==> config.mk <==
export PLATFORM = sky130hd
export DESIGN_NAME = seq_shift_reg
export DESIGN_NICKNAME = d
export VERILOG_FILES = /design/src/rtl/seq_shift_reg_pkg.sv /design/src/rtl/seq_shift_reg_shift_step.sv /design/src/rtl/seq_shift_reg.sv
export SDC_FILE = /design/constraint.sdc
export NUM_CORES = 1
export LEC_CHECK = 0
export BUFFER_PORTS_ARGS = -buffer_cell sky130_fd_sc_hd__buf_2
export CAP_MARGIN = 20
export CORE_UTILIZATION = 50
export DETAILED_ROUTE_END_ITERATION = 10
export PLACE_DENSITY = 0.8
export SLEW_MARGIN = 25
export SYNTH_ARGS = -nofsm -noshare
export SYNTH_HDL_FRONTEND = slang
export SYNTH_SLANG_ARGS = --single-unit
==> constraint.sdc <==
create_clock -name C -period 2.7 [get_ports C]
set_input_delay 0.27 -clock C [delete_from_list [all_inputs] [get_ports C]]
set_output_delay 0.27 -clock C [all_outputs]
set_load 0.01 [all_outputs]
==> src/rtl/seq_shift_reg_pkg.sv <==
// Shared constants for the sequential shift register: state encodings,
// shift-direction codes and default geometry.
package seq_shift_reg_pkg;

  localparam int unsigned DefaultWidth = 32;
  localparam int unsigned DefaultCntW  = 5;

  // Kept as plain constants so older blocks can compare against raw codes.
  localparam logic [1:0] StIdle  = 2'b00;
  localparam logic [1:0] StShift = 2'b01;
  localparam logic [1:0] StFin   = 2'b10;

  localparam logic DirLeft  = 1'b0;
  localparam logic DirRight = 1'b1;

endpackage

==> src/rtl/seq_shift_reg_shift_step.sv <==
// Combinational single-bit shifter: one left or right shift of q_i,
// plus the bit that falls off the end.
module seq_shift_reg_shift_step
  import seq_shift_reg_pkg::*;
#(
  parameter int unsigned WIDTH = DefaultWidth
) (
  input  logic [WIDTH-1:0] q_i,
  input  logic             dir_i,
  input  logic             arith_i,
  output logic [WIDTH-1:0] q_o,
  output logic             sout_o
);

  logic fill;

  // Sign fill only matters for right shifts; left shifts always bring in zero.
  assign fill = arith_i & q_i[WIDTH-1];

  always_comb begin
    q_o    = q_i;
    sout_o = 1'b0;
    if (dir_i == DirRight) begin
      q_o    = {fill, q_i[WIDTH-1:1]};
      sout_o = q_i[0];
    end else begin
      q_o    = {q_i[WIDTH-2:0], 1'b0};
      sout_o = q_i[WIDTH-1];
    end
  end

endmodule

==> src/rtl/seq_shift_reg.sv <==
// Multi-cycle shift register: parallel load, then shift one bit per clock
// under a START/BUSY/DONE handshake.
module seq_shift_reg
  import seq_shift_reg_pkg::*;
#(
  parameter int unsigned WIDTH = DefaultWidth,
  parameter int unsigned CNT_W = DefaultCntW
) (
  input  logic             C,
  input  logic             R,
  input  logic [WIDTH-1:0] D,
  input  logic             LOAD,
  input  logic             START,
  input  logic             DIR,
  input  logic             ARITH,
  input  logic [CNT_W-1:0] AMT,
  output logic [WIDTH-1:0] Q,
  output logic             SOUT,
  output logic             BUSY,
  output logic             DONE
);

  logic [1:0]       state_q, state_d;
  logic [CNT_W-1:0] cnt_q, cnt_d;
  logic             dir_q, dir_d;
  logic             arith_q, arith_d;
  logic [WIDTH-1:0] q_q, q_d;
  logic             sout_q, sout_d;

  logic [WIDTH-1:0] step_q;
  logic             step_sout;

  seq_shift_reg_shift_step #(
    .WIDTH (WIDTH)
  ) u_shift_step (
    .q_i     (q_q),
    .dir_i   (dir_q),
    .arith_i (arith_q),
    .q_o     (step_q),
    .sout_o  (step_sout)
  );

  always_comb begin
    state_d = state_q;
    cnt_d   = cnt_q;
    dir_d   = dir_q;
    arith_d = arith_q;
    q_d     = q_q;
    sout_d  = sout_q;
    case (state_q)
      StIdle: begin
        // LOAD has priority; a simultaneous START is dropped.
        if (LOAD) begin
          q_d = D;
        end else if (START) begin
          dir_d   = DIR;
          arith_d = ARITH;
          cnt_d   = AMT;
          state_d = (AMT == '0) ? StFin : StShift;
        end
      end
      StShift: begin
        q_d    = step_q;
        sout_d = step_sout;
        cnt_d  = cnt_q - CNT_W'(1);
        if (cnt_q == CNT_W'(1)) begin
          state_d = StFin;
        end
      end
      StFin: begin
        state_d = StIdle;
      end
      default: begin
        state_d = StIdle;
      end
    endcase
  end

  always_ff @(posedge C) begin
    if (R) begin
      state_q <= StIdle;
      cnt_q   <= '0;
      dir_q   <= DirLeft;
      arith_q <= 1'b0;
      q_q     <= '0;
      sout_q  <= 1'b0;
    end else begin
      state_q <= state_d;
      cnt_q   <= cnt_d;
      dir_q   <= dir_d;
      arith_q <= arith_d;
      q_q     <= q_d;
      sout_q  <= sout_d;
    end
  end

  assign Q    = q_q;
  assign SOUT = sout_q;
  assign BUSY = (state_q == StShift);
  assign DONE = (state_q == StFin);

endmodule

==> results of run 1 <==
## cell usage after synthesis (3+ instances only)
library cell  count  share of area
nor2_1           32          0.052
nand3_1           6          0.013
o21ai_0          31          0.068
clkbuf_1         12          0.020
mux2_2           30           0.15
a221oi_1         25          0.095
nand2_1          11          0.018
a21oi_1           6          0.013
nor2b_1           3         0.0082
inv_1             7          0.011
dfxtp_1          42           0.37
buf_6             8          0.039
a221oi_2          4          0.026
## per-layer routing
| metal | vias to the layer above | track usage |
|---|---|---|
| met5 | - | 0 |
| met4 | 0 | 0.0978 |
| met3 | 6 | 0.0480 |
| met2 | 84 | 0.380 |
| met1 | 1034 | 0.316 |
| li1 | 1068 | - |
## final cells by class
class                           instances  area share
Clock buffer                            6      0.0268
Clock inverter                          2     0.00507
Inverter                                8      0.0111
Multi-Input combinational cell        177       0.470
Sequential cell                        42       0.310
Tap cell                               52      0.0240
Timing Repair Buffer                   81       0.153
## worst reg2reg max path, delay by kind of cell, from the launching register on
kind                   cells  cell delay (ns)
flip-flops                 1             0.57
AO/OA/AOI/OAI              1             0.08
buffers and inverters      2             0.76
AND/OR/NAND/NOR            2             0.47
## worst max path at each step
stage,endpoint,from,depth (start not counted)
floorplan,Q[10]$_SDFFE_PP0P_,dir_q$_SDFFE_PP0P_,5
global placement,Q[24]$_SDFFE_PP0P_,state_q[0]$_SDFFE_PP0P_,5
detailed placement,Q[24]$_SDFFE_PP0P_,state_q[0]$_SDFFE_PP0P_,5
CTS,BUSY,state_q[0]$_SDFFE_PP0P_,3
global route,BUSY,state_q[0]$_SDFFE_PP0P_,3
finish,BUSY,state_q[0]$_SDFFE_PP0P_,3
## through the flow
| stage | power (W) | utilization | area [um2] | worst slack, ns | hold slack, ns |
|---|---|---|---|---|---|
| 2_1_floorplan | 0.000993 | - | 2300 | 1.32 | 0.406 |
| 6_report | 0.00150 | 0.619 | 2710 | 0.518 | 0.209 |
| 4_1_cts | 0.00151 | 0.619 | 2710 | 0.519 | 0.201 |
| 3_3_place_gp | 0.00110 | 0.599 | 2630 | 0.882 | 0.467 |
| 5_1_grt | 0.00158 | 0.619 | 2710 | 0.364 | 0.215 |
| 3_5_place_dp | 0.00111 | 0.599 | 2630 | 0.792 | 0.470 |
## power by group through the flow
stage / Sequential [W] / Combinational (W) / Clock, W
after floorplan: 0.000755 / 0.000238 / 0
after global placement: 0.000747 / 0.000354 / 0
after detailed placement: 0.000749 / 0.000363 / 0
after CTS: 0.000735 / 0.000365 / 0.000409
after global routing: 0.000745 / 0.000401 / 0.000432
final: 0.000737 / 0.000365 / 0.000401
## logic make-up after synthesis
logic type / share of synthesized area
AOI/OAI and AO/OA: 0.263
and+or+nand+nor: 0.130
DFF: 0.366
buffers and inverters: 0.0785
muxes: 0.151
adders and majority gates: 0.0109
## state kept, by name, indices dropped and copies added (netlist names)
register / flops
state_q: 2
Q: 32
SOUT: 1
arith_q: 1
cnt_q: 5
dir_q: 1
==> summary.txt, run 1 <==
Run status
  – Status: finished, final reports clean

Timing
  – Final setup fails: 0
  – Worst Tran Pin Value: 1.02 ns
  – Final hold violations: 0
  – Slew margin rel.: 0.322
  – Fmax: 458 MHz
  – Final Skew: 0.00873 ns
  – RSZ-0062 raised after global routing: false
  – Ratio of final minimum period to clock period: 0.808
  – Final Slew Violations: 0
  – Setup tns final: 0 ns
  – Tmin final: 2.18 ns

CTS
  – Clk buf depth: 2
  – Clock Latency Late Sink: 0.29 ns
  – PostCTS Resize Cnt: 0
  – CTS tree: built
  – Max H-tree Level: 2
  – Cts bufs inserted: 5
  – CTS Sinks: 42
  – Postcts setup bufs: 0
  – Reg clk slew, reported paths: about 0.080 ns
  – Cts hold-fix bufs: 0
  – Root Buffer Master: clkbuf_8

Power and ir drop
  – Clk network pwr share: 0.267
  – Sequential power share: 0.490
  – Lkg Pwr: 1.21 nW
  – Sw frac: 0.313
  – Pint: between 0.001 and 0.0015 W
  – P_sw: 0.000471 W
  – Power per cell area: 554 nW/um2
  – Comb pwr share: 0.243
  – Max rail drop VDD: 0.250 mV

Cells and area
  – Fill cell count: roughly 400
  – Most common cell after layout, fill and taps aside: buf_2
  – Fin nets: between 300 and 400
  – Synth-to-Final Area Change: 18.1%
  – Layout cells sized above 1: 0.408
  – Most frequent cells in the layout: buf_2 (77), dfxtp_1 (42), nor2_1 (32)
  – Area of the multi-input gates: 1270 um2
  – FF+latch area: 841 um2
  – Final non-filler cell total: about 370
  – Diodes inserted: 0

Floorplan
  – Die Y: 69.8 um
  – Core ar.: 4380 um2
  – Initial Util: 0.524
  – Die W: 69.8 um
  – Die area: 4870 um2
  – Cell Rows: 24
  – Ports placed on the boundary: 78

Global routing
  – Number of global-route vias before repair: 2066
  – Global-route wire length before repair: 9.47 mm
  – Antenna violations before repair: 0
  – Gr ovfl total: 0
  – Largest net degree at the start of global routing: 33
  – Total track usage: 0.239

Critical path
  – Required @ worst endpoint: 2.43 ns
  – Slowest-stage cell, CP: dfxtp_1
  – R2r worst-path depth: 5
  – Crit. End Element: primary output
  – R2R Setup Slk: approximately 0.75 ns
  – Setup CP Type: register to primary output
  – Crit-path max cell delay: 0.57 ns
  – Worst endpoint data arrival time: 1.91 ns
  – R2r endpoint: Q[24]$_SDFFE_PP0P_
  – Startpoint Class: register
  – Worst path top cell family by delay: buffers and inverters
  – RR Startpoint: state_q[0]$_SDFFE_PP0P_
  – Worst-path fanout max: 31
  – Cell Chain, Critical Path: nand2b_1 -> inv_2 -> buf_2
  – Bufs and invs on worst path: 2

Min path
  – Worst hold path class: primary input to register
  – Hold EP: arith_q$_SDFFE_PP0P_
  – Hold wc startpoint: ARITH
  – Hold Crit Depth: 3

Detailed routing
  – WL met2: 2.69 mm
  – Top Layer Used: met4
  – ANT nets after route: 0
  – DR DRC count: 0
  – Met1 wire length: between 2 and 3 mm
  – Vias per std cell: 5.96
  – DR WL met3: 368 um
  – WL per Instance: 15.9 um
  – Total wire length: 5.86 mm
  – DRT iter0 DRCs: ~140
  – Vias: 2192
  – Drt first pass iters: 6

Synthesis
  – Async set-or-reset flop fraction in the synthesized netlist: 0
  – Post-Syn Area: 2300 um2
  – Post-Syn Instances: between 200 and 300
  – Post-synth EDFFs: 0
  – Top FF cell, synth: dfxtp_1
  – Sequential area share after synthesis: 0.366
  – Post-Syn Nets: 295
  – Yosys reg bits: 42
  – Syn avg cell area: 9.18 um2
  – Synth Warn #: 0
  – Synth cell types: 42

Placed design
  – # placed instances: 360
  – Hpwl dp: 3.88 mm
  – Buffers on Ports: 77
  – Placer's final routability congestion estimate: 0.837

Run
  – Max-cap violation count: 0
(Power assumes the default switching activity.)
==> run 2, diff against run 1 <==
Clock period 2.7 ns to 2.2 ns, I/O delays scaled along.
==> summary.txt, run 2 (synthesis results as in run 1) <==
Run status
  – Status: finished, final reports clean

Placed design
  – Hpwl dp: 3.81 mm
  – Buffers on Ports: between 70 and 80
  – Placer's final routability congestion estimate: 0.885
  – Placed cell area: 2630 um2
  – Setup WS pre-CTS: 0.489 ns
  – # placed instances: 361

Critical path
  – Worst-path fanout max: 30
  – RR Startpoint: state_q[0]$_SDFFE_PP0P_
  – Startpoint Class: register
  – Crit. End Element: register
  – Worst endpoint data arrival time: ~2.0 ns
  – R2r endpoint: Q[19]$_SDFFE_PP0P_
  – Crit path from: state_q[0]$_SDFFE_PP0P_
  – Required @ worst endpoint: 2.39 ns
  – R2r worst-path depth: 3
  – Setup CP Type: register to register
  – R2R Setup Slk: 0.43 ns

Power and ir drop
  – Power per cell area: 690 nW/um2
  – Lkg Pwr: 1.21 nW
  – Max rail drop VDD: roughly 0.44 mV

CTS
  – Clk buf depth: 2
  – Postcts setup bufs: 0
  – PostCTS Resize Cnt: 0
  – Root Buffer Master: clkbuf_8
  – Cts hold-fix bufs: 0
  – Max H-tree Level: 2
  – CTS Sinks: between 40 and 50
  – CTS tree: built
  – Reg clk slew, reported paths: 0.08 ns
  – Cts bufs inserted: 5
  – Clock Latency Late Sink: 0.30 ns

Detailed routing
  – Drt first pass iters: 4
  – DR DRC count: 0
  – Vias per std cell: between 5 and 6
  – Total wire length: about 5.8 mm
  – ANT nets after route: 0
  – DRT iter0 DRCs: 169
  – WL per Instance: ~16 um
  – Vias: 2180

Cells and area
  – Fin nets: 361
  – Final non-filler cell total: 369
  – Synth-to-Final Area Change: 18.9%
  – Most common cell after layout, fill and taps aside: buf_2
  – Final Cell Area: 2730 um2
  – Max FFs per register: 32
  – Layout cells sized above 1: 0.413
  – Most frequent cells in the layout: buf_2 (77), dfxtp_1 (42), nor2_1 (32)
  – Diodes inserted: 0

Timing
  – Final hold violations: 0
  – Final Slew Violations: 0
  – Setup tns final: 0 ns
  – Hold_ws: 0.150 ns
  – Final setup fails: 0
  – Final Skew: 0.00684 ns
  – Worst Tran Pin Value: 0.992 ns
  – Ratio of final minimum period to clock period: 0.804
  – Slew margin rel.: 0.338
  – Fmax: between 500 and 600 MHz
  – Setup ws final: 0.431 ns
  – Tmin final: around 1.8 ns
  – RSZ-0062 raised after global routing: false

Floorplan
  – Cell Rows: 24
  – Die area: 4870 um2
  – Initial Util: 0.524
  – Core ar.: 4380 um2
  – Die Y: 69.8 um
  – Die W: 69.8 um
  – Ports placed on the boundary: 78

Global routing
  – Antenna violations before repair: 0
  – Global-route wire length before repair: between 9 and 10 mm
  – Largest net degree at the start of global routing: 35
  – Total track usage: 0.235
  – Number of global-route vias before repair: 1961
  – Gr ovfl total: 0

Min path
  – Hold wc startpoint: DIR
  – Hold EP: dir_q$_SDFFE_PP0P_
  – Worst hold path class: primary input to register
  – Hold Crit Depth: 3

Run
  – Max-cap violation count: 0
-- run 2: per-stage QoR --
step | utilization | power, W
6_report | 0.622 | 0.00188
5_1_grt | 0.622 | 0.00197
4_1_cts | 0.622 | 0.00188
3_5_place_dp | 0.601 | 0.00137
3_3_place_gp | 0.601 | 0.00136
2_1_floorplan | - | 0.00122
-- run 2: area by class of cell --
class / count / area, um2
fill: 375 / 1660
multi-input combinational: 177 / 1270
sequential: 42 / 841
timing repair buffer: 82 / 423
clock buffer: 6 / 82.6
tap: 52 / 65.1
inverter: 8 / 30.0
clock inverter: 2 / 12.5
-- run 2: worst max-delay path, cell delays in order, from the launching register on --
cell and delay (ns):
dfxtp_1 0.55, inv_1 0.54, a221oi_1 0.47, nor2_1 0.08
-- run 2: worst max-delay path by stage --
stage,slack [ns],end
after floorplan,0.82,Q[10]$_SDFFE_PP0P_
after global placement,0.52,state_q[1]$_SDFFE_PP0P_
after detailed placement,0.49,Q[19]$_SDFFE_PP0P_
after CTS,0.43,Q[4]$_SDFFE_PP0P_
after global routing,0.25,Q[19]$_SDFFE_PP0P_
final,0.43,Q[19]$_SDFFE_PP0P_
-- run 2: report_power, final --
| group | internal [W] | switching, W |
|---|---|---|
| clock | 0.000252 | 0.000277 |
| combinational | 0.000213 | 0.000239 |
| sequential | 0.000832 | 0.0000693 |
-- run 2: per-layer routing --
metal  vias up  track usage  wire (um)
met1      1026        0.328       2590
li1       1070            -          -
met2        82        0.372       2770
met3         2       0.0436        379
met4         0       0.0600         15
met5         -            0          0
==> run 3, diff against run 2 <==
Settings changed: ABC_AREA from default to 1, CORE_UTILIZATION 50 to 45, PLACE_DENSITY 0.8 to 0.76.
Clock period 2.2 ns to 1.42 ns, I/O delays scaled along.
==> summary.txt, run 3 <==
Synthesis
  – Post-synth EDFFs: 0
  – Top FF cell, synth: dfxtp_1
  – Synth cell types: 20
  – Sequential area share after synthesis: 0.379
  – Yosys top cell by area: dfxtp_1
  – Syn avg cell area: 6.81 um2
  – Synth top area cells: dfxtp_1 (38%), o21ai_0 (14%), nand2_1 (9.8%)
  – Count leader, synth: o21ai_0
  – Post-Syn Area: 2220 um2
  – Top cell type's share of synthesized area: 0.379
  – Synth Warn #: 0
  – Post-Syn Nets: 371
  – Post-Syn Instances: 326
  – Yosys reg bits: 42
  – Async set-or-reset flop fraction in the synthesized netlist: 0
  – Synth cell count leaders: o21ai_0 (63), nand2_1 (58), dfxtp_1 (42)

Critical path
  – R2r worst-path depth: 6
  – R2r endpoint: Q[3]$_SDFFE_PP0P_
  – Startpoint Class: register
  – R2R Setup Slk: 0.12 ns
  – Crit. End Element: primary output
  – RR Startpoint: state_q[1]$_SDFFE_PP0P_
  – Setup CP Type: register to primary output
  – Required @ worst endpoint: 1.28 ns
  – Worst endpoint data arrival time: 1.21 ns
  – Worst-path fanout max: 16

Power and ir drop
  – Max rail drop VDD: 0.489 mV
  – Power per cell area: 1090 nW/um2
  – Lkg Pwr: 1.27 nW

Global routing
  – Gr ovfl total: 0
  – Total track usage: 0.241
  – Global-route wire length before repair: 10.1 mm
  – Antenna violations before repair: 0
  – Largest net degree at the start of global routing: 36
  – Number of global-route vias before repair: 2284

Floorplan
  – Die W: 72.3 um
  – Ports placed on the boundary: 78
  – Cell Rows: 25
  – Initial Util: 0.470
  – Die area: 5220 um2
  – Core ar.: 4720 um2
  – Die Y: roughly 72 um

Cells and area
  – Most frequent cells in the layout: buf_2 (77), o21ai_0 (63), nand2_1 (58)
  – Most common cell after layout, fill and taps aside: buf_2
  – Fill cell count: between 400 and 500
  – Fin util: 0.589
  – FF+latch area: 842 um2
  – Synth-to-Final Area Change: 25.2%
  – Max FFs per register: 32
  – Fin nets: 440
  – Layout cells sized above 1: 0.255
  – Diodes inserted: 0
  – Area of the multi-input gates: ~1200 um2

Run status
  – Status: finished, final reports clean

CTS
  – CTS tree: built
  – Reg clk slew, reported paths: 0.08 ns
  – CTS Sinks: 42
  – Clock Latency Late Sink: 0.30 ns
  – Clk buf depth: 2
  – Root Buffer Master: clkbuf_8
  – Max H-tree Level: 2
  – Cts bufs inserted: 5
  – Postcts setup bufs: 0

Timing
  – Setup tns final: 0 ns
  – Final Slew Violations: 0
  – Final hold violations: 0
  – Ratio of final minimum period to clock period: 0.950
  – Fmax: 741 MHz
  – Tmin final: about 1.3 ns
  – Final Skew: 0.00624 ns
  – RSZ-0062 raised after global routing: false
  – Worst Tran Pin Value: 0.303 ns
  – Slew margin rel.: 0.798
  – Final setup fails: 0

Detailed routing
  – Vias per std cell: 5.46
  – WL per Instance: about 13 um
  – Drt first pass iters: 4
  – DRT iter0 DRCs: 163
  – DR DRC count: 0
  – ANT nets after route: 0
  – Vias: 2526
  – Total wire length: 6.15 mm

Min path
  – Hold EP: arith_q$_SDFFE_PP0P_
  – Hold wc startpoint: ARITH
  – Hold Crit Depth: 3
  – Worst hold path class: primary input to register

Placed design
  – Hpwl dp: between 4 and 5 mm
  – Placer's final routability congestion estimate: 0.798
  – Buffers on Ports: 77

Run
  – Max-cap violation count: 0
[run 3: per-stage QoR]
step	hold WS, ns	power, W	setup slack (ns)	std cells	instance area, um2
global placement	0.420	0.00222	0.169	455	2680
global route	0.142	0.00321	0.0105	463	2780
finish	0.120	0.00303	0.0711	463	2780
floorplan	0.306	0.00193	0.316	326	2220
detailed placement	0.430	0.00224	0.140	455	2680
CTS	0.124	0.00303	0.0547	463	2770
[run 3: critical path: stages, from the launching register on]
cell	delay, ns
dfxtp_2	0.38
inv_2	0.06
nor2_4	0.13
buf_6	0.18
buf_2	0.15
[run 3: cell families (layout without fill, tap and decap cells)]
logic type | count (synthesis) | in the layout | share of synthesized area
DFF | 42 | 42 | 0.379
and+or+nand+nor | 93 | 93 | 0.174
AOI/OAI and AO/OA | 134 | 134 | 0.337
adders and majority gates | 2 | 2 | 0.0113
buffers and inverters | 55 | 125 | 0.0992
[run 3: what timing repair did]
| action | CTS | global route |
|---|---|---|
| resized for setup | 1 | 4 |
| pin swaps | 0 | 0 |
| setup endpoints to repair | 1 | 10 |
| hold buffers | 0 | 0 |
[run 3: cell type report]
type	instances	area share
multi-input combinational	229	0.418
inverter	31	0.0428
clock buffer	7	0.0311
sequential	42	0.303
clock inverter	1	0.00180
tap	67	0.0302
timing repair buffer	86	0.173
[run 3: worst max path at each step]
stage	slack, ns	start	to	cells after the start
after CTS	0.05	state_q[0]$_SDFFE_PP0P_	BUSY	4
after detailed placement	0.14	state_q[0]$_SDFFE_PP0P_	cnt_q[4]$_SDFFE_PP0P_	6
final	0.07	state_q[0]$_SDFFE_PP0P_	BUSY	4
after global placement	0.17	state_q[0]$_SDFFE_PP0P_	Q[20]$_SDFFE_PP0P_	5
after floorplan	0.32	dir_q$_SDFFE_PP0P_	Q[1]$_SDFFE_PP0P_	5
after global routing	0.01	state_q[1]$_SDFFE_PP0P_	cnt_q[4]$_SDFFE_PP0P_	6
[run 3: report_power, final]
group          internal, W  total [W]  switching, W
logic             0.000316   0.000797      0.000482
registers          0.00131    0.00142      0.000115
clock network     0.000393   0.000808      0.000415
[run 3: metal layers]
metal	up-vias	global-route usage	part of all wire
li1	1253	-	-
met5	-	0	0
met2	78	0.403	0.48
met1	1183	0.305	0.45
met3	12	0.0542	0.055
met4	0	0.0893	0.017
